--- src/rtl/cdc_clear_sync_pkg.sv ---
// Shared types for the CDC clear path: the clear sequencing phases and
// the minimum legal cycle count for any sequencer phase.
package cdc_clear_sync_pkg;

  typedef enum logic [1:0] {
    CLEAR_PHASE_IDLE       = 2'd0,
    CLEAR_PHASE_ISOLATE    = 2'd1,
    CLEAR_PHASE_CLEAR      = 2'd2,
    CLEAR_PHASE_POST_CLEAR = 2'd3
  } clear_seq_phase_e;

  localparam int unsigned CLEAR_SEQ_MIN_CYCLES = 1;

  function automatic int unsigned clear_seq_max3(input int unsigned a,
                                                 input int unsigned b,
                                                 input int unsigned c);
    int unsigned m;
    m = (a > b) ? a : b;
    return (m > c) ? m : c;
  endfunction

endpackage

--- src/rtl/clear_seq_ctrl_counter.sv ---
// Loadable down counter that saturates at zero; used for the phase and
// isolate-timeout counts of the clear sequencer.
module clear_seq_ctrl_counter #(
  parameter int unsigned Width = 4
) (
  input  logic             clk_i,
  input  logic             rst_i,
  input  logic             load_i,
  input  logic [Width-1:0] load_val_i,
  input  logic             en_i,
  output logic             zero_o
);

  logic [Width-1:0] cnt_d, cnt_q;

  always_comb begin
    cnt_d = cnt_q;
    if (load_i) begin
      cnt_d = load_val_i;
    end else if (en_i && (cnt_q != '0)) begin
      cnt_d = cnt_q - Width'(1);
    end
  end

  always_ff @(posedge clk_i) begin
    if (rst_i) begin
      cnt_q <= '0;
    end else begin
      cnt_q <= cnt_d;
    end
  end

  assign zero_o = (cnt_q == '0);

endmodule

--- src/rtl/clear_seq_ctrl.sv ---
// Soft-clear sequencer: IDLE -> ISOLATE -> CLEAR -> POST_CLEAR, with request
// coalescing. Define CLEAR_SEQ_TIMEOUT_EN to bound the isolate handshake wait.
module clear_seq_ctrl
  import cdc_clear_sync_pkg::*;
#(
  parameter int unsigned ClearCycles     = 4,
  parameter int unsigned PostClearCycles = 2,
  parameter int unsigned TimeoutCycles   = 1024
) (
  input  logic       clk_i,
  input  logic       rst_i,
  input  logic       clear_req_i,
  input  logic       isolated_i,
  output logic       isolate_o,
  output logic       clear_o,
  output logic [1:0] phase_o,
  output logic       busy_o,
  output logic       done_o,
  output logic       timeout_o
);

  if (ClearCycles < CLEAR_SEQ_MIN_CYCLES) begin : g_bad_clear_cycles
    $error("clear_seq_ctrl: ClearCycles must be >= 1");
  end
  if (PostClearCycles < CLEAR_SEQ_MIN_CYCLES) begin : g_bad_post_cycles
    $error("clear_seq_ctrl: PostClearCycles must be >= 1");
  end
  if (TimeoutCycles < CLEAR_SEQ_MIN_CYCLES) begin : g_bad_timeout_cycles
    $error("clear_seq_ctrl: TimeoutCycles must be >= 1");
  end

  localparam int unsigned CntW =
    $clog2(clear_seq_max3(ClearCycles, PostClearCycles, TimeoutCycles)) + 1;
  localparam logic [CntW-1:0] ClearLoad = CntW'(ClearCycles - 1);
  localparam logic [CntW-1:0] PostLoad  = CntW'(PostClearCycles - 1);
`ifdef CLEAR_SEQ_TIMEOUT_EN
  localparam logic [CntW-1:0] TimeoutLoad = CntW'(TimeoutCycles - 1);
`endif

  clear_seq_phase_e phase_d, phase_q;
  logic             pending_d, pending_q;
  logic             done_d, done_q;
  logic             timeout_d, timeout_q;
  logic             cnt_load;
  logic [CntW-1:0]  cnt_load_val;
  logic             cnt_en;
  logic             cnt_zero;

  clear_seq_ctrl_counter #(
    .Width (CntW)
  ) u_counter (
    .clk_i      (clk_i),
    .rst_i      (rst_i),
    .load_i     (cnt_load),
    .load_val_i (cnt_load_val),
    .en_i       (cnt_en),
    .zero_o     (cnt_zero)
  );

  always_comb begin
    phase_d      = phase_q;
    pending_d    = pending_q;
    done_d       = 1'b0;
    timeout_d    = 1'b0;
    cnt_load     = 1'b0;
    cnt_load_val = '0;
    cnt_en       = 1'b0;
    unique case (phase_q)
      CLEAR_PHASE_IDLE: begin
        if (clear_req_i) begin
          phase_d = CLEAR_PHASE_ISOLATE;
`ifdef CLEAR_SEQ_TIMEOUT_EN
          cnt_load     = 1'b1;
          cnt_load_val = TimeoutLoad;
`endif
        end
      end
      CLEAR_PHASE_ISOLATE: begin
        if (clear_req_i) pending_d = 1'b1;
        if (isolated_i) begin
          phase_d      = CLEAR_PHASE_CLEAR;
          cnt_load     = 1'b1;
          cnt_load_val = ClearLoad;
`ifdef CLEAR_SEQ_TIMEOUT_EN
        end else if (cnt_zero) begin
          // Handshake never came: force the clear anyway and flag it.
          phase_d      = CLEAR_PHASE_CLEAR;
          timeout_d    = 1'b1;
          cnt_load     = 1'b1;
          cnt_load_val = ClearLoad;
        end else begin
          cnt_en = 1'b1;
`endif
        end
      end
      CLEAR_PHASE_CLEAR: begin
        if (clear_req_i) pending_d = 1'b1;
        if (cnt_zero) begin
          phase_d      = CLEAR_PHASE_POST_CLEAR;
          cnt_load     = 1'b1;
          cnt_load_val = PostLoad;
        end else begin
          cnt_en = 1'b1;
        end
      end
      CLEAR_PHASE_POST_CLEAR: begin
        if (clear_req_i) pending_d = 1'b1;
        if (cnt_zero) begin
          done_d = 1'b1;
          // A request on this last cycle still earns a follow-on sequence.
          if (pending_q || clear_req_i) begin
            phase_d   = CLEAR_PHASE_ISOLATE;
            pending_d = 1'b0;
`ifdef CLEAR_SEQ_TIMEOUT_EN
            cnt_load     = 1'b1;
            cnt_load_val = TimeoutLoad;
`endif
          end else begin
            phase_d = CLEAR_PHASE_IDLE;
          end
        end else begin
          cnt_en = 1'b1;
        end
      end
      default: phase_d = CLEAR_PHASE_IDLE;
    endcase
  end

  always_ff @(posedge clk_i) begin
    if (rst_i) begin
      phase_q   <= CLEAR_PHASE_IDLE;
      pending_q <= 1'b0;
      done_q    <= 1'b0;
      timeout_q <= 1'b0;
    end else begin
      phase_q   <= phase_d;
      pending_q <= pending_d;
      done_q    <= done_d;
      timeout_q <= timeout_d;
    end
  end

  assign phase_o   = phase_q;
  assign busy_o    = (phase_q != CLEAR_PHASE_IDLE);
  assign isolate_o = (phase_q != CLEAR_PHASE_IDLE);
  assign clear_o   = (phase_q == CLEAR_PHASE_CLEAR);
  assign done_o    = done_q;
`ifdef CLEAR_SEQ_TIMEOUT_EN
  assign timeout_o = timeout_q;
`else
  assign timeout_o = 1'b0;
`endif

endmodule

--- config.mk ---
export PLATFORM = sky130hd
export DESIGN_NAME = clear_seq_ctrl
export DESIGN_NICKNAME = d
export VERILOG_FILES = /design/src/rtl/cdc_clear_sync_pkg.sv /design/src/rtl/clear_seq_ctrl_counter.sv /design/src/rtl/clear_seq_ctrl.sv
export SDC_FILE = /design/constraint.sdc
export NUM_CORES = 1
export LEC_CHECK = 0
export CAP_MARGIN = 25
export CORE_ASPECT_RATIO = 1.2
export CORE_MARGIN = 5
export CORE_UTILIZATION = 50
export DETAILED_ROUTE_END_ITERATION = 8
export PLACE_DENSITY = 0.7
export SLEW_MARGIN = 30
export SYNTH_ARGS = -nofsm -noshare
export SYNTH_HDL_FRONTEND = slang
export SYNTH_SLANG_ARGS = --single-unit
--- constraint.sdc ---
create_clock -name clk_i -period 2.56 [get_ports clk_i]
set_clock_uncertainty 0.05 [all_clocks]
set_input_delay 0.768 -clock clk_i [delete_from_list [all_inputs] [get_ports clk_i]]
set_output_delay 0.768 -clock clk_i [all_outputs]
set_load 0.05 [all_outputs]
After elaboration in Yosys (flattened, before gate mapping)
Index checks and enable logic that the tools add are counted.
- multiplexer cells: 20
- bitwise logic cells: 1
- reduce and logical (&&, ||, !) cells: 12
- equality and inequality tests: 7
- $add $sub $neg: 1
- operators with widths (kind ; number):
    2-to-1 mux 11 bit ; 2
    logical NOT 11 bit ; 1
    nonzero test 11 bit ; 1
    subtractor 11 x 1 -> 11 bit, second input constant ; 1
    2-to-1 mux 2 bit ; 5
    2-to-1 mux 1 bit ; 9
    one-hot mux 2 bit (4 select lines) ; 1
    != test 2 bit, second input constant ; 3
    nonzero test 2 bit ; 3
    OR reduction 2 bit ; 3
    == test 2 bit, second input constant ; 2
    one-hot mux 1 bit (2 select lines) ; 2
    one-hot mux 2 bit (2 select lines) ; 1
    AND reduction 4 bit ; 1
    == test 2 x 1 -> 1 bit, second input constant ; 1
    logical NOT 2 bit ; 1
    != test 2 x 1 -> 1 bit, second input constant ; 1
    logical AND 1 bit ; 1
    logical OR 1 bit ; 1
    NOT 1 bit ; 1
- flip-flop bits (word level): 15
- output and inout port bits: 7
- logic and storage cells: 45

Longest topological paths before layout
- depth after elaboration: 6
- gate-level depth with buffers: 7
- mapped depth without buffers: 6

Hierarchy
From an unflattened synthesis, not the netlist that was laid out.
- cell total of the unflattened synthesis: 114
- area total of the unflattened synthesis: 1006.0 um^2
- modules (own cells, without submodules) (module ; area each (um^2) ; times used ; cells each):
    clear_seq_ctrl_counter ; 674.4 ; 1 ; 77
    clear_seq_ctrl ; 331.6 ; 1 ; 37

Least setup slack after synthesis
No wires, ideal clock.
- path kind: register -> register
- start: register phase_q[1], in the netlist phase_o[1]
- end: register u_counter.cnt_q[6]
- clock period less this slack: 2.660 ns
- arrival time: 2.540 ns
- data required time: 2.440 ns
- setup slack: -0.100 ns
- cell stages (with the launch flop): 6
- setup time: 0.070 ns
- cell sequence: dfxtp_1 > ha_1 > o21ai_0 > or4_1 > or4_1 > a21oi_1
- longest elaborated chain between the ends: 5
- ends and longest elaborated chain (what ; line ; RTL):
    from (decl) ; clear_seq_ctrl.sv:40 ; clear_seq_phase_e phase_d, phase_q;
    from (signal assigned) ; clear_seq_ctrl.sv:136 ; phase_q <= phase_d;
    == test 2 bit (*) ; - ;
    via clear_o ; clear_seq_ctrl.sv:15 ; output logic clear_o,
    OR reduction 2 bit (no source line) ; - ;
    2-to-1 mux 1 bit ; - ;
    logical AND 1 bit ; clear_seq_ctrl_counter.sv:20 ; end else if (en_i && (cnt_q != '0)) begin
    nonzero test 2 bit (no source line) ; - ;
    to (signal assigned) ; clear_seq_ctrl_counter.sv:29 ; cnt_q <= cnt_d;
    to (decl) ; clear_seq_ctrl_counter.sv:14 ; logic [Width-1:0] cnt_d, cnt_q;
The timed path passes the listed nets; every way through them passes the cells marked *.
A chain may end at the register's enable or synchronous reset.

Final worst setup path
- start: register phase_q[0], in the netlist phase_o[0]
- end: output port phase_o[0]
- RTL lines (what ; line ; RTL):
    to (decl) ; clear_seq_ctrl.sv:16 ; output logic [1:0] phase_o,
No word-level cell between the ends.

==> results_dict.tcl <==
set metrics [dict create \
    status "finished, final reports clean" \
    synth_warnings 0 \
    instances_no_fill 129 \
    place.gp.congestion 0.776 \
    port_buffers 9 \
    ios 11 \
    ys_ff_latch 15 \
    syn_to_final_growth_pct 17.4 \
    cp_top_family "buffers and inverters" \
    cts_tree "yes" \
    post_cts_buffers 0 \
    clock-sinks 15 \
    worst_path_max_delay_cell "clkdlybuf4s50_1" \
    die_h_um 55.3 \
    place_hpwl_um 1280 \
    wire_per_inst_um 13.2 \
    grt_pass1_vias 762 \
    dp_cells 125 \
    wl_um 1710 \
    core.rowCount 16 \
    cts_htree_levels 1 \
    via_per_inst 6.01 \
    grt_setup_unrepaired "false" \
    die_x_um 47.7 \
    num_vias 775 \
    antenna_found_initial 0 \
    synth_cell_type_count 29 \
    firstDrtPassIters 4 \
    postCtsHoldBufs 0 \
    worstSetupStartpointType "flop" \
    antenna_left 0 \
    synth_seq_area_share_pct 35.1 \
    clkTransAtPathRegs_ps 90 \
    drive_above_1_share_pct 15.3 \
    core_area_um2 1620 \
    final_cell_mix "dfxtp_1, a21oi_1, or4_1" \
    synth_nets 111 \
    grt_max_degree 10 \
    diodes 0 \
    worstSetupEndpointType "primary output" \
    ff_latch_area_um2 300 \
    setup_violations 0 \
    initial_core_util_pct 52.7 \
    tightest_slew_ps 505 \
    hold_viol 0 \
    clock_latency_ps 280 \
    drt-initial-drc-count 6 \
    numCtsBuffers 3 \
    max_stage_delay_ps 840 \
    final_common_cell "dfxtp_1" \
    grt_overflow 0 \
    slew_viol_final 0 \
    grt_usage_pct 15.1 \
    synth_area_um2 855 \
    setup_tns_ps 0 \
    multiInputGateArea_um2 509 \
    grt_pass1_wl_um 3020 \
    crit_type "reg -> out" \
    drv_cap 0 \
    cp.buffers_inverters 1 \
    post_cts_resized 0 \
    syn_inst 100 \
    fmax_mhz 422 \
    dieArea_um2 2640 \
    critPathMaxFanout 5 \
    required_ps 1740 \
    min_period_ps 2370 \
    fin_nets 123 \
    avgSynthCellArea_um2 8.55 \
    drc 0 \
    arrival_ps 1550 \
    root_buffer "clkbuf_4" \
    nFillCells 156 \
    finalCritPeriodShare_pct 92.6 \
    hold_path.class "reg -> reg" \
    clock_path_buffers 2 \
    crit_chain "clkdlybuf4s50_1" \
    slew_headroom_pct 65.5 \
]
## metal layers
metal  GRT usage, %  part of all wire, %
met5              0                    0
met1           18.9                   47
met4           6.92                  1.5
met2           23.8                   48
met3           2.92                  2.9
## Yosys cell counts
library cell | number | area [um2]
a2111oi_0 | 1 | 8.76
a21oi_1 | 11 | 55.1
a2bb2oi_1 | 1 | 8.76
a311oi_1 | 2 | 17.5
a31o_2 | 1 | 8.76
a31oi_1 | 2 | 12.5
and2_1 | 1 | 6.26
buf_2 | 2 | 10.0
buf_4 | 2 | 15.0
conb_1 | 1 | 3.75
dfxtp_1 | 15 | 300
ha_1 | 7 | 87.6
inv_1 | 6 | 22.5
nand2_1 | 6 | 22.5
nand2b_1 | 1 | 6.26
nand3_1 | 1 | 5.00
nand4b_1 | 1 | 8.76
nor2_1 | 4 | 15.0
nor3_1 | 1 | 5.00
nor3_2 | 1 | 10.0
o21a_1 | 1 | 7.51
o21ai_0 | 6 | 30.0
o31ai_1 | 6 | 45.0
or2_0 | 1 | 6.26
or2_2 | 5 | 31.3
or3_1 | 5 | 31.3
or4_1 | 7 | 52.6
or4_4 | 1 | 11.3
or4b_1 | 1 | 10.0
## worst min-delay path, delay by kind of cell (launching register included)
family          cells  cell delay (ps)
compound gates      2              110
flops               1              330
## cells by family after synthesis
| family | after synthesis | synth area share, % |
|---|---|---|
| and+or+nand+nor | 36 | 25.9 |
| AOI/OAI and AO/OA | 31 | 22.7 |
| DFF | 15 | 35.1 |
| buffers and inverters | 10 | 5.56 |
| adders and majority gates | 7 | 10.2 |
| other | 1 | 0.439 |
## flip-flops by register name (all words and copies together) (netlist names)
register,flops
pending_q,1
done_o,1
u_counter.cnt_q,11
phase_o,2
## layout make-up
type,count,area share (%)
timing repair buffer,11,12.2
multi-input combinational,75,50.7
clock buffer,4,2.62
tap,18,2.24
sequential,15,29.9
inverter,6,2.24
## metrics by stage
step                hold WS, ps  area, um2  setup slack [ps]  utilization [%]
floorplan                   397        857              13.0                -
global placement            410        977               490             60.3
detailed placement          423        977               430             60.3
CTS                         436       1000               184             61.9
global route                464       1000               140             61.9
finish                      433       1000               189             61.9
## path summary, 6_finish.rpt
check / start / end / slack, ps / cells past startpoint
min reg2reg: u_counter.cnt_q[9]$_SDFFE_PP0P_ / u_counter.cnt_q[9]$_SDFFE_PP0P_ / 430 / 2
min: u_counter.cnt_q[9]$_SDFFE_PP0P_ / u_counter.cnt_q[9]$_SDFFE_PP0P_ / 430 / 2
max reg2reg: u_counter.cnt_q[0]$_SDFFE_PP0P_ / phase_o[0]$_SDFFE_PP0P_ / 390 / 7
max: phase_o[0]$_SDFFE_PP0P_ / phase_o[0] / 190 / 1
Power is left out: the tool's default activity adds up to more than one toggle a clock period on the data nets, which glitch-free logic cannot reach.
